===== config.mk =====
export PLATFORM = sky130hd
export DESIGN_NAME = reg_cmd_bridge
export DESIGN_NICKNAME = d
export VERILOG_FILES = /design/src/rtl/reg_cmd_pkg.sv /design/src/rtl/reg_resp_serializer.sv /design/src/rtl/reg_cmd_bridge.sv
export SDC_FILE = /design/constraint.sdc
export NUM_CORES = 1
export LEC_CHECK = 0
export ABC_CLOCK_PERIOD_IN_PS = 1570
export CAP_MARGIN = 10
export CORE_ASPECT_RATIO = 2
export CORE_UTILIZATION = 47
export CTS_CLUSTER_DIAMETER = 120
export DETAILED_ROUTE_END_ITERATION = 6
export PLACE_DENSITY = 0.76
export RECOVER_POWER = 50
export SKIP_LAST_GASP = 1
export SLEW_MARGIN = 20
export SYNTH_ARGS = -nofsm -noshare
export SYNTH_HDL_FRONTEND = slang
export SYNTH_HIERARCHICAL = 1
export SYNTH_SLANG_ARGS = --single-unit

===== constraint.sdc =====
create_clock -name clk -period 1.57 [get_ports clk]
set_input_delay 0.314 -clock clk [delete_from_list [all_inputs] [get_ports clk]]
set_output_delay 0.314 -clock clk [all_outputs]
set_load 0.03 [all_outputs]

===== src/rtl/reg_cmd_pkg.sv =====
// rtl/reg_cmd_pkg.sv - shared types and constants for the register command bridge
// Contents:
//   state_t         bridge FSM states
//   CMD_* params    command byte field positions
//   DATA_*          register data width and byte count
//   cmd_rsvd_ok()   true when the reserved command bits are all zero
package reg_cmd_pkg;

    typedef enum logic [2:0] {
        ST_IDLE    = 3'd0,
        ST_WDATA   = 3'd1,
        ST_WRITE   = 3'd2,
        ST_RD_REQ  = 3'd3,
        ST_RD_WAIT = 3'd4,
        ST_RESP    = 3'd5
    } state_t;

    localparam int CMD_WR_BIT   = 7;
    localparam int CMD_RSVD_MSB = 6;
    localparam int CMD_RSVD_LSB = 4;

    localparam int DATA_BYTES = 4;
    localparam int DATA_WIDTH = 32;

    function automatic logic cmd_rsvd_ok(input logic [7:0] cmd);
        return cmd[CMD_RSVD_MSB:CMD_RSVD_LSB] == '0;
    endfunction

endpackage


===== src/rtl/reg_resp_serializer.sv =====
// rtl/reg_resp_serializer.sv - shifts a 32-bit read word out as 4 bytes, MSB first
// Ports:
//   clk, rst_n   clock, asynchronous active-low reset
//   load         capture load_data and start presenting bytes
//   load_data    32-bit word to send
//   out_data     current byte (MSB of the shift register)
//   out_valid    byte available
//   out_ready    host accepts byte
//   done         high in the cycle of the final byte handshake
module reg_resp_serializer
    import reg_cmd_pkg::*;
(
    input  logic                  clk,
    input  logic                  rst_n,
    input  logic                  load,
    input  logic [DATA_WIDTH-1:0] load_data,
    output logic [7:0]            out_data,
    output logic                  out_valid,
    input  logic                  out_ready,
    output logic                  done
);

    localparam logic [1:0] LAST_BYTE = 2'(DATA_BYTES - 1);

    logic [DATA_WIDTH-1:0] shreg;
    logic [1:0]            sent_cnt;

    assign out_data = shreg[DATA_WIDTH-1 -: 8];

    // Combinational so the bridge can leave RESP on the same edge that
    // completes the last handshake.
    assign done = out_valid && out_ready && (sent_cnt == LAST_BYTE);

    always_ff @(posedge clk or negedge rst_n) begin
        if (!rst_n) begin
            shreg     <= '0;
            sent_cnt  <= '0;
            out_valid <= 1'b0;
        end else if (load) begin
            shreg     <= load_data;
            sent_cnt  <= '0;
            out_valid <= 1'b1;
        end else if (out_valid && out_ready) begin
            shreg    <= {shreg[DATA_WIDTH-9:0], 8'h00};
            sent_cnt <= sent_cnt + 2'd1;
            if (sent_cnt == LAST_BYTE) begin
                out_valid <= 1'b0;
            end
        end
    end

endmodule


===== src/rtl/reg_cmd_bridge.sv =====
// rtl/reg_cmd_bridge.sv - byte-stream command parser driving a 16x32 register block
// Ports:
//   clk, rst_n                   clock, asynchronous active-low reset
//   in_data/in_valid/in_ready    host command byte stream
//   out_data/out_valid/out_ready read response byte stream (4 bytes, MSB first)
//   reg_data_out, reg_addr_out   write data / address to register block (held)
//   reg_wr_out, reg_rd_out       one-cycle write / read strobes
//   reg_rdata_in, reg_rvalid_in  read data returned by register block
//   err_out                      one-cycle pulse on bad command or timeout
//   busy_out                     high whenever the FSM is not idle
module reg_cmd_bridge
    import reg_cmd_pkg::*;
#(
    parameter int ADDR_WIDTH     = 4,
    parameter int TIMEOUT_CYCLES = 1024
) (
    input  logic                  clk,
    input  logic                  rst_n,
    input  logic [7:0]            in_data,
    input  logic                  in_valid,
    output logic                  in_ready,
    output logic [7:0]            out_data,
    output logic                  out_valid,
    input  logic                  out_ready,
    output logic [DATA_WIDTH-1:0] reg_data_out,
    output logic [ADDR_WIDTH-1:0] reg_addr_out,
    output logic                  reg_wr_out,
    output logic                  reg_rd_out,
    input  logic [DATA_WIDTH-1:0] reg_rdata_in,
    input  logic                  reg_rvalid_in,
    output logic                  err_out,
    output logic                  busy_out
);

    localparam int         TW        = (TIMEOUT_CYCLES > 2) ? $clog2(TIMEOUT_CYCLES) : 1;
    localparam logic [TW-1:0] IDLE_LAST = TW'(TIMEOUT_CYCLES - 1);
    localparam logic [1:0] LAST_BYTE = 2'(DATA_BYTES - 1);

    state_t                state;
    logic [DATA_WIDTH-1:0] wdata_sr;
    logic [1:0]            byte_cnt;
    logic [TW-1:0]         idle_cnt;
    logic                  resp_load;
    logic                  resp_done;

    assign in_ready  = (state == ST_IDLE) || (state == ST_WDATA);
    assign busy_out  = (state != ST_IDLE);
    assign resp_load = (state == ST_RD_WAIT) && reg_rvalid_in;

    // Write data is assembled in wdata_sr and only copied to reg_data_out
    // when the frame completes, so an aborted frame never disturbs the
    // value presented to the register block.
    always_ff @(posedge clk or negedge rst_n) begin
        if (!rst_n) begin
            state        <= ST_IDLE;
            wdata_sr     <= '0;
            byte_cnt     <= '0;
            idle_cnt     <= '0;
            reg_data_out <= '0;
            reg_addr_out <= '0;
            reg_wr_out   <= 1'b0;
            reg_rd_out   <= 1'b0;
            err_out      <= 1'b0;
        end else begin
            reg_wr_out <= 1'b0;
            reg_rd_out <= 1'b0;
            err_out    <= 1'b0;

            case (state)
                ST_IDLE: begin
                    idle_cnt <= '0;
                    if (in_valid) begin
                        if (!cmd_rsvd_ok(in_data)) begin
                            err_out <= 1'b1;
                        end else begin
                            reg_addr_out <= in_data[ADDR_WIDTH-1:0];
                            byte_cnt     <= '0;
                            wdata_sr     <= '0;
                            if (in_data[CMD_WR_BIT]) begin
                                state <= ST_WDATA;
                            end else begin
                                state      <= ST_RD_REQ;
                                reg_rd_out <= 1'b1;
                            end
                        end
                    end
                end

                ST_WDATA: begin
                    if (in_valid) begin
                        idle_cnt <= '0;
                        wdata_sr <= {wdata_sr[DATA_WIDTH-9:0], in_data};
                        if (byte_cnt == LAST_BYTE) begin
                            reg_data_out <= {wdata_sr[DATA_WIDTH-9:0], in_data};
                            reg_wr_out   <= 1'b1;
                            state        <= ST_WRITE;
                        end else begin
                            byte_cnt <= byte_cnt + 2'd1;
                        end
                    end else if (idle_cnt == IDLE_LAST) begin
                        state    <= ST_IDLE;
                        err_out  <= 1'b1;
                        wdata_sr <= '0;
                        byte_cnt <= '0;
                        idle_cnt <= '0;
                    end else begin
                        idle_cnt <= idle_cnt + 1'b1;
                    end
                end

                ST_WRITE: begin
                    state <= ST_IDLE;
                end

                ST_RD_REQ: begin
                    idle_cnt <= '0;
                    state    <= ST_RD_WAIT;
                end

                ST_RD_WAIT: begin
                    if (reg_rvalid_in) begin
                        idle_cnt <= '0;
                        state    <= ST_RESP;
                    end else if (idle_cnt == IDLE_LAST) begin
                        state    <= ST_IDLE;
                        err_out  <= 1'b1;
                        idle_cnt <= '0;
                    end else begin
                        idle_cnt <= idle_cnt + 1'b1;
                    end
                end

                ST_RESP: begin
                    if (resp_done) begin
                        state <= ST_IDLE;
                    end
                end

                default: begin
                    state <= ST_IDLE;
                end
            endcase
        end
    end

    reg_resp_serializer u_resp (
        .clk       (clk),
        .rst_n     (rst_n),
        .load      (resp_load),
        .load_data (reg_rdata_in),
        .out_data  (out_data),
        .out_valid (out_valid),
        .out_ready (out_ready),
        .done      (resp_done)
    );

endmodule


# [Word-level counts from Yosys, hierarchy flattened]
# Cells that the tools add are included.
[word_totals] register_bits=113 n_memories=0 in_bits=45 rom_bits=0 wordCells=90 latch_bits=0 ram_bits=0 out_inout_bits=50
[classes] eq_ne=13 add_sub_neg=3 n_lt_le_gt_ge=0 div_mod_pow=0 n_shift=0 bitwise=0 reduce_logical=18 mul=0 n_mux=44
[op_table] op="$mux 24" count=4
[op_table] op="$mux 32" count=2
[op_table] op="$pmux 24 s2" count=1
[op_table] op="$mux 10" count=3
[op_table] op="$pmux 10 s3" count=1
[op_table] op="$mux 3" count=7
[op_table] op="$mux 2" count=8
[op_table] op="$mux 1" count=15
[op_table] op="$pmux 3 s5" count=1
[op_table] op="$add 10x1->10 const B" count=1
[op_table] op="$eq 10x10->1 const B" count=1
[op_table] op="$reduce_and 4->1" count=2
[op_table] op="$eq 3x3->1 const B" count=2
[op_table] op="$logic_not 3->1" count=2
[op_table] op="$ne 3x2->1 const B" count=2
[op_table] op="$reduce_and 3->1" count=2
[op_table] op="$reduce_bool 2->1" count=3
[op_table] op="$reduce_bool 3->1" count=2
[op_table] op="$reduce_and 5->1" count=1
[op_table] op="$add 2x1->2 const B" count=2
[op_table] op="$eq 2x2->1 const B" count=2
[op_table] op="$ne 2x2->1 const B" count=2
[op_table] op="$pmux 2 s2" count=1
[op_table] op="$eq 3x1->1 const B" count=1
[op_table] op="8 further kinds" count=10

# [Longest topological paths before layout]
[depth] ltp_word=4 ltp_mapped=8 depth_no_buf=5

# [By module]
# The synthesis kept the hierarchy.
[by_module_without_submodules] module="reg_cmd_bridge" instances=1 area_each_um2=3270.6 seq_area_each_um2=1951.9 cells_per_inst=244
[by_module_without_submodules] module="reg_resp_serializer" instances=1 area_each_um2=1964.4 seq_area_each_um2=875.8 cells_per_inst=193

# [Worst setup path before layout]
# Ideal clock, no wire load.
[synth_timing] path_type="flip-flop to flip-flop" startpoint="register state[1]" endpoint="register wdata_sr[10]" synth_period_minus_slack_ps=1786 required_ps=1449 arrival_time_ps=1665 path_buffers=2 path_stages_with_launch=7 slack_ps=-216 setup_time_ps=121 path_cell_list="dfrtp_1 > buf_2 > nor2_1 > o21a_1 > nand2_2 > buf_6 > a22o_1"
[synth_between] elab_chain_len=3 elab_cells_between_ends=8 cone_classes="4 x eq/ne; 1 x mux; 3 x reduce/logical"
[synth_lines] item="start: declaration" line_no="reg_cmd_bridge.sv:39" rtl="state_t state;"
[synth_lines] item="start signal: assignment" line_no="reg_cmd_bridge.sv:55" rtl="state <= ST_IDLE;"
[synth_lines] item="start signal: assignment" line_no="reg_cmd_bridge.sv:80" rtl="state <= ST_WDATA;"
[synth_lines] item="start signal: assignment" line_no="reg_cmd_bridge.sv:82" rtl="state <= ST_RD_REQ;"
[synth_lines] item="$eq 3x1->1 or $logic_not 3->1 (tied branches)" line_no="reg_cmd_bridge.sv:69" rtl="case (state)"
[synth_lines] item="$ne 3x2->1 (no line) (tied with other cells)"
[synth_lines] item="$reduce_and 4->1 (no line)"
[synth_lines] item="end signal: assignment" line_no="reg_cmd_bridge.sv:92" rtl="wdata_sr <= {wdata_sr[DATA_WIDTH-9:0], in_data};"
[synth_lines] item="end: declaration" line_no="reg_cmd_bridge.sv:40" rtl="logic [DATA_WIDTH-1:0] wdata_sr;"
# Parallel ways exist; a longest one is shown, timed or not.
# A chain may end at the register's enable or synchronous reset.

# [Final worst setup path]
[layout_timing] startpoint="register state[0]" endpoint="register idle_cnt[6]"
[layout_between] elab_chain_len=3 elab_cells_between_ends=7 cone_classes="3 x eq/ne; 1 x mux; 3 x reduce/logical"
[layout_lines] item="$eq 3x2->1 or $logic_not 3->1 (tied branches)" line_no="reg_cmd_bridge.sv:69"
[layout_lines] item="$reduce_or 2->1 (no line)"
[layout_lines] item="$pmux 10 s3 or $reduce_bool 3->1 (tied branches)"
[layout_lines] item="end signal: assignment" line_no="reg_cmd_bridge.sv:107" rtl="idle_cnt <= idle_cnt + 1'b1;"
[layout_lines] item="end signal: assignment" line_no="reg_cmd_bridge.sv:129" rtl="idle_cnt <= idle_cnt + 1'b1;"
[layout_lines] item="end: declaration" line_no="reg_cmd_bridge.sv:42" rtl="logic [TW-1:0] idle_cnt;"
# Parallel ways exist; a longest one is shown, timed or not.

==> impl_metrics.yaml <==
synth:
  synth_cell_type_count: 55
  synth_area_leaders: "dfrtp_1 (54%), mux2_1 (5.8%), a22o_1 (4.2%), nand4b_1 (4.2%), nand2_1 (3.2%)"
  seq_area_frac_synth: 0.540
  synthTopCellsByCount: "dfrtp_1 (113), nand2_1 (45), mux2_1 (27)"
  yosysWarnings: 6
  synth_ff_type: "dfrtp_1"
  synth_cells: 437
  synth-seq-cells: 113
  synth_top_area_cell: "dfrtp_1"
  syn-num-nets: 485
  syn_area_per_cell_sq_um: 12.0
  synth.top_cell.area_share: 0.540
  synth_area_sq_mm: 0.00524
  async_flop_share: 1.00
  synth_enable_flop_cells: 0
  synth_most_common_cell: "dfrtp_1"
worst_setup_path:
  critPathTopFamily: "compound AO/OA/AOI/OAI gates"
  path_class: "flip-flop to flip-flop"
  crit_path_cell_trace: "buf_4, or3b_2, o311ai_4, o21ai_1, a31oi_1"
  timing.critical_path.to_type: "flip-flop"
  crit_buf_inv: 1
  required_ps: 1880
  critPathSlowestCell: "or3b_2"
  max_stage_delay_ps: 490
  worstPathArrival_ps: 2050
  start_kind: "flip-flop"
  critPathMaxFanout: 6
layout:
  syn_to_final_growth_pct: 54.1
  antenna_cells: 0
  multi_input_area_sq_mm: 0.00246
  drive_above_1_share: 0.351
  final_nets: 651
  register_area_sq_mm: 0.00283
  nFillCells: 672
die:
  fp.dieArea_sq_mm: 0.0116
  num_io_pins: 95
  core_sq_mm: 0.0109
  row_count: 54
  dieHeight_um: 151
  start_util: 0.481
  die_w_um: 76.6
hold_path:
  hp-class: "primary input to flip-flop"
clocking:
  cts_sinks: 113
  clkTransAtPathRegs_ps: 60
  root_buffer: "clkbuf_16"
  cts_max_level: 4
  cts_buffers: 17
  insertion_delay_ps: 410
  clk_path_buf_depth: 2
  cts_tree: "built"
drt:
  first_iter_violations: 152
  drtPass1Iterations: 5
  routed_via_density: 5.62
  routedWlPerCell_um: 19.7
  num_vias: 4248
  drc: 0
  ant_nets: 0
  drt-total-wl_um: 14900
sta:
  worst_slew_margin_rel: 0.368
  period_needed_ps: 1740
  fin_setup_tns_ps: -7100
  fin_crit_sh: 1.11
  finClkSkew_ps: 10.6
  rsz0062_at_grt: "true"
  setup_slack_ps: -170
  hold_viol: 0
  maxSlewViolCount: 0
  max_slew.worst_pin.slew_ps: 948
  setup_viol: 92
  clock.fmax_mhz: 575
place:
  port_buffers: 94
  gp_congestion: 0.807
  dp.final_hpwl_um: 8350
power_and_ir_drop:
  p_per_area_mw_per_mm2: 1790
  irDropWorstVdd_v: 0.00125
  p_leak_nw: 3.84
  p_total_w: 0.0144
global_route:
  grt_overflow: 0
  grt_pass1_wl_um: 21900
  grt_pass1_vias: 4425
  grt_max_degree: 69
  track_usage: 0.247
  antenna_found_initial: 0
flow_run:
  max-cap-violations: 0
status:
  status: "finished, violations left"
  violations: "negative setup slack"
## cell usage in the layout (no fill, tap or decap), drive strengths merged, types with 3 or more instances in the layout
cell           netlist  layout
dfrtp              113     113
inv                 14      18
clkdlybuf4s50        0      42
nor3                 3       3
clkbuf               3      27
nand2               47      47
ha                   3       3
a21oi                8       8
o211ai              16      16
clkinv               0       6
o311ai              10      10
nand3                7       7
dlygate4sd2          0      48
clkinvlp             0       3
xnor2                4       4
mux2                37      37
buf                 35      85
nor2                12      12
nand4b              25      25
o21ai               16      16
nand2b              26      26
or3b                 3       3
a22o                25      25
## flip-flops by register name, summed over array words and instances, names as in the netlist
register / count
byte_cnt: 2
err_out: 1
idle_cnt: 10
reg_addr_out: 4
reg_data_out: 32
reg_rd_out: 1
reg_wr_out: 1
state: 3
u_resp/out_valid: 1
u_resp/sent_cnt: 2
u_resp/shreg: 32
wdata_sr: 24
## repair_timing
item,CTS,global route
endpoints found under the setup margin,135,106
buffers inserted,9,16
pin swaps,20,32
endpoints found under the hold margin,113,0
gates resized for setup,92,70
hold buffers,1,0
cloned,6,8
## where the power goes
group	internal (W)	leakage, nW	switching, W
clock network	0.00219	0.268	0.00143
logic	0.00317	2.04	0.00303
registers	0.00385	1.53	0.000754
total	0.00922	3.84	0.00521
## path summary, 6_finish.rpt
check,start,to,slack (ps),cells past startpoint
min in group asynchronous,rst_n,u_resp/shreg[15],600,3
setup reg to reg,state[0],idle_cnt[6],-170,5
max in group asynchronous,rst_n,u_resp/out_valid,190,3
hold reg to reg,reg_data_out[30],reg_data_out[30],480,1
setup / recovery,state[0],idle_cnt[6],-170,5
hold / removal,reg_rdata_in[7],u_resp/shreg[7],450,3
## cells by family after synthesis
kind of cell | synth area share
buffers and inverters | 0.0609
AOI/OAI and AO/OA | 0.139
DFF | 0.540
muxes | 0.0822
xor gates and xnor gates | 0.00836
and+or+nand+nor | 0.163
adders and majority gates | 0.00717
## layout make-up
class / count / area share
Inverter: 14 / 0.00651
Clock inverter: 14 / 0.0164
Clock buffer: 18 / 0.0532
Sequential cell: 113 / 0.351
Timing Repair Buffer: 185 / 0.246
Tap cell: 140 / 0.0217
Multi-Input combinational cell: 272 / 0.305
## worst reg2reg max path, delay by kind of cell (launching register included)
kind / cells / cell delay, ps
AOI/OAI and AO/OA: 3 / 530
and+or+nand+nor: 1 / 490
DFF: 1 / 430
buffers and inverters: 1 / 190
## through the flow
stage | cell area, sq um | setup WS, ps | hold slack, ps | cells | utilization
after floorplan | 5240 | 5.40 | 18.4 | 437 | -
after global placement | 6630 | -493 | 319 | 687 | 0.609
after detailed placement | 6630 | -505 | 322 | 687 | 0.609
after CTS | 7620 | -218 | 436 | 735 | 0.701
after global routing | 8070 | -205 | 485 | 756 | 0.742
final | 8070 | -170 | 451 | 756 | 0.742
## routing by layer
metal / vias up / wire length [um] / track usage
met5: - / 0 / 0
met4: 0 / 381 / 0.111
met3: 31 / 560 / 0.0428
met2: 165 / 8430 / 0.477
met1: 2151 / 5490 / 0.257
li1: 1901 / - / -
No activity file was read; power rests on OpenSTA's default activity.
